### src/rtl/sram_arbiter.sv
// Two-port round-robin arbiter in front of a single-port synchronous SRAM.
// Each transaction gets a one-cycle grant; reads return data two cycles after the grant.
module sram_arbiter #(
    parameter int WIDTH = 32,
    parameter int AW    = 8
) (
    input  logic             clk,
    input  logic             res,
    input  logic             req0,
    input  logic             req1,
    input  logic             we0,
    input  logic             we1,
    input  logic [AW-1:0]    addr0,
    input  logic [AW-1:0]    addr1,
    input  logic [WIDTH-1:0] wdata0,
    input  logic [WIDTH-1:0] wdata1,
    output logic             gnt0,
    output logic             gnt1,
    output logic             rvalid0,
    output logic             rvalid1,
    output logic [WIDTH-1:0] rdata0,
    output logic [WIDTH-1:0] rdata1,
    output logic             busy,
    output logic             sram_we,
    output logic [AW-1:0]    sram_addr,
    output logic [WIDTH-1:0] sram_din,
    input  logic [WIDTH-1:0] sram_dout
);

    typedef enum logic [1:0] {
        IDLE   = 2'd0,
        ACCESS = 2'd1,
        RDATA  = 2'd2
    } state_t;

    state_t             state_q, state_d;
    logic               lp_q, lp_d;
    logic               gnt0_q, gnt0_d;
    logic               gnt1_q, gnt1_d;
    logic               rvalid0_q, rvalid0_d;
    logic               rvalid1_q, rvalid1_d;
    logic [WIDTH-1:0]   rdata0_q, rdata0_d;
    logic [WIDTH-1:0]   rdata1_q, rdata1_d;
    logic               busy_q, busy_d;
    logic               sram_we_q, sram_we_d;
    logic [AW-1:0]      sram_addr_q, sram_addr_d;
    logic [WIDTH-1:0]   sram_din_q, sram_din_d;
    logic               sel;

    // lp doubles as the owner of the in-flight transaction, since it is set on selection.
    always_comb begin
        state_d     = state_q;
        lp_d        = lp_q;
        gnt0_d      = 1'b0;
        gnt1_d      = 1'b0;
        rvalid0_d   = 1'b0;
        rvalid1_d   = 1'b0;
        rdata0_d    = rdata0_q;
        rdata1_d    = rdata1_q;
        sram_we_d   = 1'b0;
        sram_addr_d = sram_addr_q;
        sram_din_d  = sram_din_q;
        sel         = lp_q;

        case (state_q)
            IDLE: begin
                if (req0 || req1) begin
                    if (req0 && req1) begin
                        sel = ~lp_q;
                    end else begin
                        sel = req1;
                    end
                    state_d     = ACCESS;
                    lp_d        = sel;
                    gnt0_d      = ~sel;
                    gnt1_d      = sel;
                    sram_we_d   = sel ? we1 : we0;
                    sram_addr_d = sel ? addr1 : addr0;
                    sram_din_d  = sel ? wdata1 : wdata0;
                end
            end
            ACCESS: begin
                state_d = sram_we_q ? IDLE : RDATA;
            end
            RDATA: begin
                state_d = IDLE;
                if (lp_q) begin
                    rvalid1_d = 1'b1;
                    rdata1_d  = sram_dout;
                end else begin
                    rvalid0_d = 1'b1;
                    rdata0_d  = sram_dout;
                end
            end
            default: begin
                state_d = IDLE;
            end
        endcase

        busy_d = (state_d != IDLE);
    end

    always_ff @(posedge clk or posedge res) begin
        if (res) begin
            state_q     <= IDLE;
            lp_q        <= 1'b1;
            gnt0_q      <= 1'b0;
            gnt1_q      <= 1'b0;
            rvalid0_q   <= 1'b0;
            rvalid1_q   <= 1'b0;
            rdata0_q    <= '0;
            rdata1_q    <= '0;
            busy_q      <= 1'b0;
            sram_we_q   <= 1'b0;
            sram_addr_q <= '0;
            sram_din_q  <= '0;
        end else begin
            state_q     <= state_d;
            lp_q        <= lp_d;
            gnt0_q      <= gnt0_d;
            gnt1_q      <= gnt1_d;
            rvalid0_q   <= rvalid0_d;
            rvalid1_q   <= rvalid1_d;
            rdata0_q    <= rdata0_d;
            rdata1_q    <= rdata1_d;
            busy_q      <= busy_d;
            sram_we_q   <= sram_we_d;
            sram_addr_q <= sram_addr_d;
            sram_din_q  <= sram_din_d;
        end
    end

    assign gnt0      = gnt0_q;
    assign gnt1      = gnt1_q;
    assign rvalid0   = rvalid0_q;
    assign rvalid1   = rvalid1_q;
    assign rdata0    = rdata0_q;
    assign rdata1    = rdata1_q;
    assign busy      = busy_q;
    assign sram_we   = sram_we_q;
    assign sram_addr = sram_addr_q;
    assign sram_din  = sram_din_q;

endmodule

### config.mk
export PLATFORM = sky130hd
export DESIGN_NAME = sram_arbiter
export DESIGN_NICKNAME = d
export VERILOG_FILES = /design/src/rtl/sram_arbiter.sv
export SDC_FILE = /design/constraint.sdc
export NUM_CORES = 1
export LEC_CHECK = 0
export ABC_AREA = 1
export CORE_ASPECT_RATIO = 1.75
export CORE_MARGIN = 8
export CORE_UTILIZATION = 40
export CTS_BUF_LIST = sky130_fd_sc_hd__clkbuf_4 sky130_fd_sc_hd__clkbuf_8 sky130_fd_sc_hd__clkbuf_16
export DETAILED_ROUTE_END_ITERATION = 7
export GPL_TIMING_DRIVEN = 0
export PLACE_DENSITY_LB_ADDON = 0.3
export SKIP_CTS_REPAIR_TIMING = 1
export SLEW_MARGIN = 25
export SYNTH_ARGS = -nofsm -noshare
export SYNTH_HDL_FRONTEND = slang
export SYNTH_SLANG_ARGS = --single-unit
### constraint.sdc
create_clock -name clk -period 4.6 [get_ports clk]
set_input_delay 0.69 -clock clk [delete_from_list [all_inputs] [get_ports clk]]
set_output_delay 0.69 -clock clk [all_outputs]
set_load 0.05 [all_outputs]
# After elaboration in Yosys (flattened, before gate mapping)
# Index checks and enable logic that the tools add are counted.
# classes
add_sub_neg	0
mul	0
n_div	0
order_cmp	0
n_eq_ne	2
shifts	0
n_mux	19
bitwise_logic	2
n_reduce_logical	7
# ops
op	n
32-bit 2-to-1 mux	1
1-bit 2-to-1 mux	14
8-bit 2-to-1 mux	1
2-bit AND reduction	3
2-bit 2-to-1 mux	2
2-bit one-hot mux with 2 select lines	1
2-bit by 1-bit equality test with 1-bit output (second input constant)	1
2-bit equality test (second input constant)	1
2-bit logical NOT	1
1-bit NOT	2
2-bit nonzero test	1
1-bit logical AND	1
1-bit logical OR	1
# word_totals
register_bits	113
latchBits	0
mem_bits_rw	0
romBits	0
in_bits	118
out_inout_bits	110
wordCells	42
mem_count	0

# Depth between registers and ports, before layout
# depth
depth_word	7
mapped_depth	7

# Worst setup path before layout
# Ideal clock, no wire load.
# synth_timing
path_type	input to register
from	input req1
to	register sram_addr_q[0], in the netlist sram_addr[0]
t_arrival_ns	1.348
t_required_ns	4.482
path_slack_ns	3.134
cell_stages	7
path_buffers	2
cell_sequence	buf_4 > nor2_4 > nor2_4 > inv_2 > buf_6 > nand2_1 > nand2_1
# synth_between
elab_chain_len	5
elab_cells_between_ends	7
# synth_rtl
item	line	rtl
start, declared	10	input logic req1,
1-bit logical AND	68	if (req0 && req1) begin
1-bit 2-to-1 mux	68	
1-bit 2-to-1 mux	67	if (req0 || req1) begin
1-bit 2-to-1 mux	65	case (state_q)
8-bit 2-to-1 mux	78	sram_addr_d = sel ? addr1 : addr0;
end signal, assigned	128	sram_addr_q <= sram_addr_d;
end, declared	46	logic [AW-1:0] sram_addr_q, sram_addr_d;
# Several ways; a longest one is shown, not always the timed one. The select of a mux whose other input is x is not followed.
# A chain may end at the register's enable or synchronous reset.

# Final worst setup path
# layout_timing
from	register rdata0_q[0], in the netlist rdata0[0]
to	output rdata0[0]
# layout_rtl
item	line	rtl
start, declared	42	logic [WIDTH-1:0] rdata0_q, rdata0_d;
start signal, assigned	124	rdata0_q <= rdata0_d;
end, declared	21	output logic [WIDTH-1:0] rdata0,
# No word-level cell between the ends.

==> results.md <==
- Most common library cells after synthesis: nand2_1 (187), inv_1 (120), dfrtp_1 (112), nand3_1 (83), o21ai_0 (65)
- Post-synth top area share: 56.2%
- Top-count cell post-synth: nand2_1
- Total gr overflow: 0
- CTS sink count: 113
- Final Net Count: 976
- P_int: 3710 µW
- Sequential fraction of the synthesis area: 56.8%
- Vias: 4644
- Clk pwr share: 20.8%
- Yosys Warn Count: 0
- PwrDens: 864 nW/µm²
- Max Clk Rate: 436 MHz
- WL/cell: 14.7 µm
- Clock Skew: 8.02 ps
- Total GRT Usage: 19.4%
- Max-cap violation count: 0
- Final hold viol count: 0
- Crit-path cells: clkdlybuf4s50_1
- Family with the most delay on the worst path: buffers and inverters
- Synth Area per Inst: 8.15 µm²
- Die ar.: 16400 µm²
- Yosys cell types: 16
- Post-Synthesis Cells: 612
- DRC violations left: 0
- Clock insertion delay at the later pin of the skew report: 400 ps
- DIE HEIGHT: 164 µm
- Measured slew at the worst slew-check pin: 576 ps
- Comb power frac: 54.5%
- Detailed Route WL: 15.3 mm
- Number of global-route vias before repair: 4902
- Pin count of the biggest net entering global routing: 63
- Antenna Nets Post-Route: 0
- CP required: 3910 ps
- Asr flop ratio synth: 100%
- Yosys top cell by area: dfrtp_1
- CP Capture Type: primary output
- RSZ-0062 raised after global routing: false
- 1st-iter DRT viols: 113
- NetSw: 3340 µW
- Sw Share: 47.3%
- PortBufs: 226
- Area of the mapped netlist: 4980 µm²
- Peak supply drop: 0.367 mV
- Top cells by area, synth: dfrtp_1 (56%), nand2_1 (14%), inv_1 (9.0%)
- Sequential fraction of design power: 24.7%
- Drt first pass iters: 6
- Post-synth top flop: dfrtp_1
- Initial antenna violation count: 0
- Flip-flop and latch area: 2830 µm²
- Gpl congestion: 0.817
- Multi-input logic area: 1500 µm²
- Pwr Total: 7050 µW
- Clock buffer depth: 2
- Row count: 54
- Reg clk slew, reported paths: 50 ps
- Vias per cell: 4.47
- CTS tree: done
- Fillers: 1038
- Final setup fails: 0
- Core area: 12300 µm²
- Slowest stage delay, CP: 840 ps
- First-pass GRT wire length: 25.0 mm
- Synth Register Bits: 113
- DIE WIDTH: 100 µm
- Buffers and inverters on the worst path: 1
- Post-detail-place hpwl: 11.8 mm
- Post-synth EDFFs: 0
- Initial cell density of the core: 40.5%
- Layout area overhead: 63.6%
- Layout cells sized above 1: 7.58%
- Final Cycle Share: 49.9%
- Data arrival, critical path: 1600 ps
- IO Count: 228
- CTS buffer count: 17
- Pleak: 0.00416 µW
- Net Count, Synth: 730
- Critical Path Source Type: flop
- Slew HR: 61.5%
- Setup Crit Path Kind: reg2out
- ANT cells: 0
- Count of pins over their slew limit: 0
- Crit-path slowest cell: clkdlybuf4s50_1
- Max Fanout on Critical Path: 2
- Htree depth: 4
- HP Class: reg2reg
- Status: completed
- Core Util, Final: 66.3%
- Clk root buf: clkbuf_16
- Min Tclk post-route: 2290 ps
==> path summary, 6_finish.rpt <==
path | from | end | slack, ps | depth (start not counted)
min in group asynchronous | res | rdata0[10] | 740 | 2
worst min register to register | sram_we | state_q[1] | 440 | 1
max in group asynchronous | res | lp_q | 3150 | 3
worst max register to register | state_q[1] | rdata1[11] | 3180 | 4
worst min-delay path | sram_we | state_q[1] | 440 | 1
worst max-delay path | rdata0[0] | rdata0[0] | 2310 | 1
==> flip-flops by register name, indices dropped and copies added (netlist names) <==
register,count
sram_addr,8
gnt0,1
busy,1
rdata0,32
rvalid1,1
sram_din,32
lp_q,1
rvalid0,1
gnt1,1
rdata1,32
sram_we,1
state_q,2
==> routing by layer <==
metal / track usage, % / share of wire [%] / vias up
met5: 0 / 0 / -
met4: 5.74 / 1.3 / 0
met3: 7.90 / 9.2 / 12
met2: 35.2 / 53 / 171
met1: 19.7 / 36 / 2115
li1: - / - / 2346
==> cell type report <==
| class | count | area share (%) |
|---|---|---|
| clock buffers | 18 | 5.38 |
| clock inverters | 14 | 2.79 |
| repair buffers | 227 | 28.1 |
| multi-input cells | 343 | 18.3 |
| inverters | 121 | 5.63 |
| flip-flops and latches | 113 | 34.7 |
| plain buffers | 35 | 2.52 |
| well taps | 168 | 2.58 |
==> kinds of logic after synthesis <==
family / share of synthesized area [%]
simple gates: 23.5
compound gates: 6.53
buf+inv: 13.2
flops: 56.8
==> per-stage QoR <==
step / area (µm²) / worst slack (ps) / hold WS [ps] / std cells / TNS, ps
detailed placement: 7490 / 2460 / 436 / 1007 / 0
floorplan: 4980 / 924 / 465 / 612 / 0
finish: 8160 / 2310 / 442 / 1039 / 0
CTS: 8160 / 2290 / 446 / 1039 / 0
global placement: 7460 / -754 / 425 / 1006 / -83410
global route: 8160 / 2250 / 460 / 1039 / 0
==> power groups by stage <==
stage                     Sequential [µW]  Combinational (µW)  Clock [µW]
after CTS                            1750                3890        1490
after global routing                 1800                4090        1540
after detailed placement             1750                3880           0
after floorplan                      3390                 829           0
after global placement               1740                3840           0
final                                1740                3840        1470
==> layout by cell type (no fill, tap or decap) <==
master / Yosys / final
buf_4: 7 / 7
clkbuf_16: 0 / 17
nor3_1: 1 / 1
buf_6: 4 / 4
nand3_1: 83 / 83
nand2_1: 187 / 187
clkbuf_1: 10 / 10
inv_6: 0 / 4
dfstp_2: 1 / 1
or2_2: 1 / 1
bufinv_16: 0 / 5
nor2_1: 2 / 2
clkbuf_8: 0 / 1
o21ai_0: 65 / 65
dfrtp_1: 112 / 112
buf_16: 0 / 1
nand2_2: 2 / 2
nor2_4: 2 / 2
inv_2: 1 / 1
clkdlybuf4s50_1: 0 / 226
clkinvlp_4: 0 / 1
clkinv_4: 0 / 5
buf_2: 14 / 14
inv_1: 120 / 119
No activity file was read; power rests on OpenSTA's default activity.
